--- config.mk ---
export PLATFORM = sky130hd
export DESIGN_NAME = pipeline_stall_ctrl
export DESIGN_NICKNAME = d
export VERILOG_FILES = /design/src/rtl/pipeline_stall_ctrl_pkg.sv /design/src/rtl/pipeline_stall_ctrl_load_use_detect.sv /design/src/rtl/pipeline_stall_ctrl.sv
export SDC_FILE = /design/constraint.sdc
export NUM_CORES = 1
export LEC_CHECK = 0
export CORE_MARGIN = 1.5
export CORE_UTILIZATION = 35
export DETAILED_ROUTE_END_ITERATION = 8
export DONT_BUFFER_PORTS = 1
export GPL_TIMING_DRIVEN = 0
export PLACE_DENSITY_LB_ADDON = 0.25
export REMOVE_ABC_BUFFERS = 1
export SYNTH_ARGS = -nofsm -noshare
export SYNTH_HDL_FRONTEND = slang
export SYNTH_SLANG_ARGS = --single-unit
--- constraint.sdc ---
create_clock -name clk -period 2.7 [get_ports clk]
set_clock_uncertainty 0.2 [all_clocks]
set_input_delay 0.27 -clock clk [delete_from_list [all_inputs] [get_ports clk]]
set_output_delay 0.27 -clock clk [all_outputs]
set_load 0.01 [all_outputs]
--- src/rtl/pipeline_stall_ctrl_pkg.sv ---
// Shared definitions for the ID-stage sequencing controller and the decoder.
// Holds the SWP opcode, the SWP micro-op exec commands, the SWP operand
// select encodings and the controller state type.
package pipeline_stall_ctrl_pkg;

    localparam int unsigned OPC_W     = 6;
    localparam int unsigned REG_W     = 5;
    localparam int unsigned CMD_W     = 4;
    localparam int unsigned SWP_SEL_W = 2;

    localparam logic [OPC_W-1:0] OP_SWP = 6'b111111;

    localparam logic [CMD_W-1:0] EXEC_SWP_FIRST  = 4'b1100;
    localparam logic [CMD_W-1:0] EXEC_SWP_SECOND = 4'b1101;
    localparam logic [CMD_W-1:0] EXEC_NONE       = 4'b0000;

    localparam logic [SWP_SEL_W-1:0] SWP_SEL_NONE   = 2'b00;
    localparam logic [SWP_SEL_W-1:0] SWP_SEL_FIRST  = 2'b01;
    localparam logic [SWP_SEL_W-1:0] SWP_SEL_SECOND = 2'b10;

    typedef enum logic [0:0] {
        ST_IDLE  = 1'b0,
        ST_SWP_B = 1'b1
    } state_t;

endpackage

--- src/rtl/pipeline_stall_ctrl_load_use_detect.sv ---
// Load-use hazard comparator.
// Flags when the instruction in EX is a load writing a non-zero register that
// the instruction in ID reads (src2 only counts when ID uses two sources).
//   src1_id, src2_id : ID source registers
//   single_src_id    : ID reads src1 only
//   dest_ex          : EX destination register
//   mem_r_en_ex      : EX is a load
//   wb_en_ex         : EX writes back
//   hazard_c         : combinational hazard flag
module load_use_detect
    import pipeline_stall_ctrl_pkg::*;
(
    input  logic [REG_W-1:0] src1_id,
    input  logic [REG_W-1:0] src2_id,
    input  logic             single_src_id,
    input  logic [REG_W-1:0] dest_ex,
    input  logic             mem_r_en_ex,
    input  logic             wb_en_ex,
    output logic             hazard_c
);

    logic src1_hit;
    logic src2_hit;

    // R0 is hardwired zero, so a load targeting it never blocks a reader.
    always_comb begin
        src1_hit = (dest_ex == src1_id);
        src2_hit = !single_src_id && (dest_ex == src2_id);
        hazard_c = mem_r_en_ex && wb_en_ex && (dest_ex != REG_W'(0))
                   && (src1_hit || src2_hit);
    end

endmodule

--- src/rtl/pipeline_stall_ctrl.sv ---
// ID-stage sequencing controller for the 5-stage pipeline.
// Decides freeze/bubble/flush each cycle, expands SWP into FIRST/SECOND
// micro-ops and keeps a saturating count of load-use stall cycles.
//   clk, rst          : clock, async active-high reset
//   opcode_id, src*_id, single_src_id : ID instruction fields
//   dest_ex, mem_r_en_ex, wb_en_ex    : EX instruction fields
//   branch_taken      : branch resolved taken in EX
//   freeze, bubble, flush             : pipeline register controls (comb)
//   swp_sel, ovr_en, ovr_cmd          : SWP operand select / exec override (comb)
//   stall_cnt         : registered saturating load-use stall count
module pipeline_stall_ctrl
    import pipeline_stall_ctrl_pkg::*;
#(
    parameter int unsigned CNT_W = 16
) (
    input  logic                 clk,
    input  logic                 rst,
    input  logic [OPC_W-1:0]     opcode_id,
    input  logic [REG_W-1:0]     src1_id,
    input  logic [REG_W-1:0]     src2_id,
    input  logic                 single_src_id,
    input  logic [REG_W-1:0]     dest_ex,
    input  logic                 mem_r_en_ex,
    input  logic                 wb_en_ex,
    input  logic                 branch_taken,
    output logic                 freeze,
    output logic                 bubble,
    output logic                 flush,
    output logic [SWP_SEL_W-1:0] swp_sel,
    output logic                 ovr_en,
    output logic [CMD_W-1:0]     ovr_cmd,
    output logic [CNT_W-1:0]     stall_cnt
);

    state_t state_q;
    state_t state_d;
    logic   hazard_c;
    logic   stall_inc_c;

    load_use_detect u_load_use_detect (
        .src1_id       (src1_id),
        .src2_id       (src2_id),
        .single_src_id (single_src_id),
        .dest_ex       (dest_ex),
        .mem_r_en_ex   (mem_r_en_ex),
        .wb_en_ex      (wb_en_ex),
        .hazard_c      (hazard_c)
    );

    // State register.
    always_ff @(posedge clk or posedge rst) begin
        if (rst) begin
            state_q <= ST_IDLE;
        end else begin
            state_q <= state_d;
        end
    end

    // Next state and outputs; branch flush > SWP second half > load-use > SWP start.
    always_comb begin
        state_d     = ST_IDLE;
        freeze      = 1'b0;
        bubble      = 1'b0;
        flush       = 1'b0;
        swp_sel     = SWP_SEL_NONE;
        ovr_en      = 1'b0;
        ovr_cmd     = EXEC_NONE;
        stall_inc_c = 1'b0;

        // Outputs are forced quiet during reset regardless of ID/EX contents.
        if (rst) begin
            state_d = ST_IDLE;
        end else if (branch_taken) begin
            flush = 1'b1;
        end else if (state_q == ST_SWP_B) begin
            // The stalled load has already left EX, so no hazard check here.
            swp_sel = SWP_SEL_SECOND;
            ovr_en  = 1'b1;
            ovr_cmd = EXEC_SWP_SECOND;
        end else if (hazard_c) begin
            // SWP recognition waits until the stall has cleared.
            freeze      = 1'b1;
            bubble      = 1'b1;
            stall_inc_c = 1'b1;
        end else if (opcode_id == OP_SWP) begin
            freeze  = 1'b1;
            swp_sel = SWP_SEL_FIRST;
            ovr_en  = 1'b1;
            ovr_cmd = EXEC_SWP_FIRST;
            state_d = ST_SWP_B;
        end
    end

    // Saturating load-use stall counter.
    always_ff @(posedge clk or posedge rst) begin
        if (rst) begin
            stall_cnt <= '0;
        end else if (stall_inc_c && (stall_cnt != {CNT_W{1'b1}})) begin
            stall_cnt <= stall_cnt + CNT_W'(1);
        end
    end

endmodule

==> flow_metrics.env <==
export IMPL_cts_path_max_buffers=2
export IMPL_max_vdd_ir_drop_mv=0.2290
export IMPL_synth_edf_count=0
export IMPL_vias_per_cell=5.488
export IMPL_avgSynthCellArea_um2=9.915
export IMPL_setup_tns_final_ns=0
export IMPL_syn_area_mm2=0.001180
export IMPL_num_io_pins=53
export IMPL_hold_viol_final=0
export IMPL_path_delay_family="simple AND/OR/NAND/NOR gates"
export IMPL_fin_crit_sh_pct=86.24
export IMPL_synthDistinctLibCells=36
export IMPL_clockRootBuffer="clkbuf_4"
export IMPL_cts_tree="done"
export IMPL_crit_slowest_cell="dfrtp_1"
export IMPL_hp_class="in -> reg"
export IMPL_synth_seq_cells=17
export IMPL_diodes=0
export IMPL_chipWidth_um=61.06
export IMPL_grt_pass1_vias=862
export IMPL_coreArea_mm2=0.003128
export IMPL_vias=878
export IMPL_slew_headroom_pct=47.83
export IMPL_numCtsBuffers=3
export IMPL_final_common_cell="xnor2_1"
export IMPL_place_congestion=0.7297
export IMPL_fin_util_pct=38.56
export IMPL_htreeDepth=1
export IMPL_worstMarginPinSlew_ns=0.7809
export IMPL_yosysTopAreaCell="dfrtp_1"
export IMPL_status="finished, final reports clean"
export IMPL_clk_latency_ns=0.29
export IMPL_critPathBufInv=0
export IMPL_ant_nets=0
export IMPL_clock_sinks=17
export IMPL_synthFlopType="dfrtp_1"
export IMPL_syn_instance_count=119
export IMPL_fin_area_mm2=0.001206
export IMPL_yosys_top_cells_area="dfrtp_1 (36%), xnor2_1 (16%), nand4_1 (5.8%)"
export IMPL_initial_utilization_pct=37.72
export IMPL_post_route_drc_count=0
export IMPL_netlist_area_leader_share_pct=36.06
export IMPL_clk_pin_slew_ns=0.10
export IMPL_track_usage_pct=14.65
export IMPL_post_cts_resized=0
export IMPL_dieArea_mm2=0.003728
export IMPL_crit_type="reg -> reg"
export IMPL_drtIter0Drc=18
export IMPL_antenna_found_initial=0
export IMPL_dpl_cell_area_mm2=0.001170
export IMPL_grt_pass1_wl_mm=4.002
export IMPL_worstPathMaxFanout=9
export IMPL_rsz0062_at_grt="no"
export IMPL_rows=20
export IMPL_drive_gt1_share_pct=12.07
export IMPL_gr_total_overflow=0
export IMPL_area_growth_pct=2.227
export IMPL_die_h_um=61.06
export IMPL_start_kind="flip-flop"
export IMPL_cellPowerDensity_mw_per_mm2=374.7
export IMPL_ys_seq_area_share_pct=36.06
export IMPL_drv_cap=0
export IMPL_p_leak_nw=0.4520
export IMPL_finalMaxSlewViolations=0
export IMPL_critPathMaxStageDelay_ns=0.48
export IMPL_max_freq_mhz=429.5
export IMPL_dpl_hpwl_mm=1.852
export IMPL_ys_warn_count=0
export IMPL_portBuffers=0
export IMPL_layout_common_cells="xnor2_1 (22), dfrtp_1 (17), nand4_1 (11), nand3_1 (7), nor3_1 (7)"
export IMPL_nNetsFinal=145
export IMPL_path_cells="ha_1 > nand3_1 > nor3_1 > nand2_2 > nand3_2 > mux2_4"
export IMPL_endpoint_kind="flip-flop"
export IMPL_wirelength_mm=2.435
export IMPL_cp_arrival_ns=2.31
export IMPL_required_ns=2.68
export IMPL_grt_max_degree=19
export IMPL_firstDrtPassIters=3
export IMPL_post_route_min_period_ns=2.329
export IMPL_wl_per_cell_um=15.22
export IMPL_setup_violations=0
export IMPL_async_flop_share_pct=100.0
synthesized netlist by cell type (3+ instances only):
library cell and count:
xnor2_1 22, dfrtp_1 17, nand4_1 11, nand3_1 7, nor3_1 7, nor2_1 6, buf_4 5, nand2_1 5
and3_1 3, and4_1 3, inv_1 3
repair_timing:
| action | in CTS | in global routing |
|---|---|---|
| setup buffers | 0 | 0 |
| endpoints found under the hold margin | 17 | 0 |
| hold buffers | 1 | 0 |
flip-flops by register name, summed over array words and instances, names as in the netlist:
signal / flops
stall_cnt: 16
state_q: 1
layout make-up:
cell class	count	area, um2
timing repair buffer	1	10.01
inverter	3	11.26
sequential	17	425.4
clock buffer	4	26.28
tap	44	55.05
multi-input combinational	91	678.2
fill	314	1922
through the flow:
step,worst slack (ns),instances,hold slack [ns],total power (W)
4_1_cts,0.3310,160,0.03040,0.0004586
2_1_floorplan,0.6830,111,-0.003931,0.0003106
5_1_grt,0.2087,160,0.04906,0.0004787
3_3_place_gp,0.3883,155,0.08759,0.0003178
6_report,0.3715,160,0.03666,0.0004520
3_5_place_dp,0.3436,155,0.09488,0.0003199
metal layers:
metal	GRT usage (%)	wire length, um	vias up
met5	0	0	-
met4	4.037	25	0
met3	6.723	175	4
met2	22.34	1116	31
met1	18.79	1117	422
li1	-	-	421
power by group:
part	internal, W	leakage [nW]	switching (W)	total (W)
combinational	0.0000224	0.200	0.0000281	0.0000505
clock	0.0000575	0.0150	0.0000791	0.000137
sequential	0.000258	0.237	0.00000696	0.000265
worst reg2reg max path, cell delays in order, from the launching register on:
cell and delay, ns:
dfrtp_1 0.48, ha_1 0.22, nand3_1 0.15, nor3_1 0.46
nand2_2 0.25, nand3_2 0.17, mux2_4 0.30
cells by family after synthesis:
kind of cell / count (synthesis) / share of synthesized area [%]
adder cells (fa/ha/maj): 1 / 1.060
other: 1 / 0.3178
multiplexers: 2 / 2.226
AO/OA/AOI/OAI: 7 / 6.576
flip-flops: 17 / 36.06
buffers and inverters: 11 / 6.468
XOR/XNOR: 23 / 17.07
AND/OR/NAND/NOR: 57 / 30.22
final timing paths:
check	startpoint	endpoint	slack, ns	cells after the start
min reg2reg	stall_cnt[9]$_DFFE_PP0P_	stall_cnt[9]$_DFFE_PP0P_	0.38	1
max reg2reg	stall_cnt[0]$_DFFE_PP0P_	stall_cnt[1]$_DFFE_PP0P_	0.37	6
min	opcode_id[0]	state_q$_DFF_PP0_	0.04	2
max in group asynchronous	rst	stall_cnt[0]$_DFFE_PP0P_	1.55	2
min in group asynchronous	rst	stall_cnt[6]$_DFFE_PP0P_	0.32	2
max	stall_cnt[0]$_DFFE_PP0P_	stall_cnt[1]$_DFFE_PP0P_	0.37	6
Power figures use the tool's default switching activity.
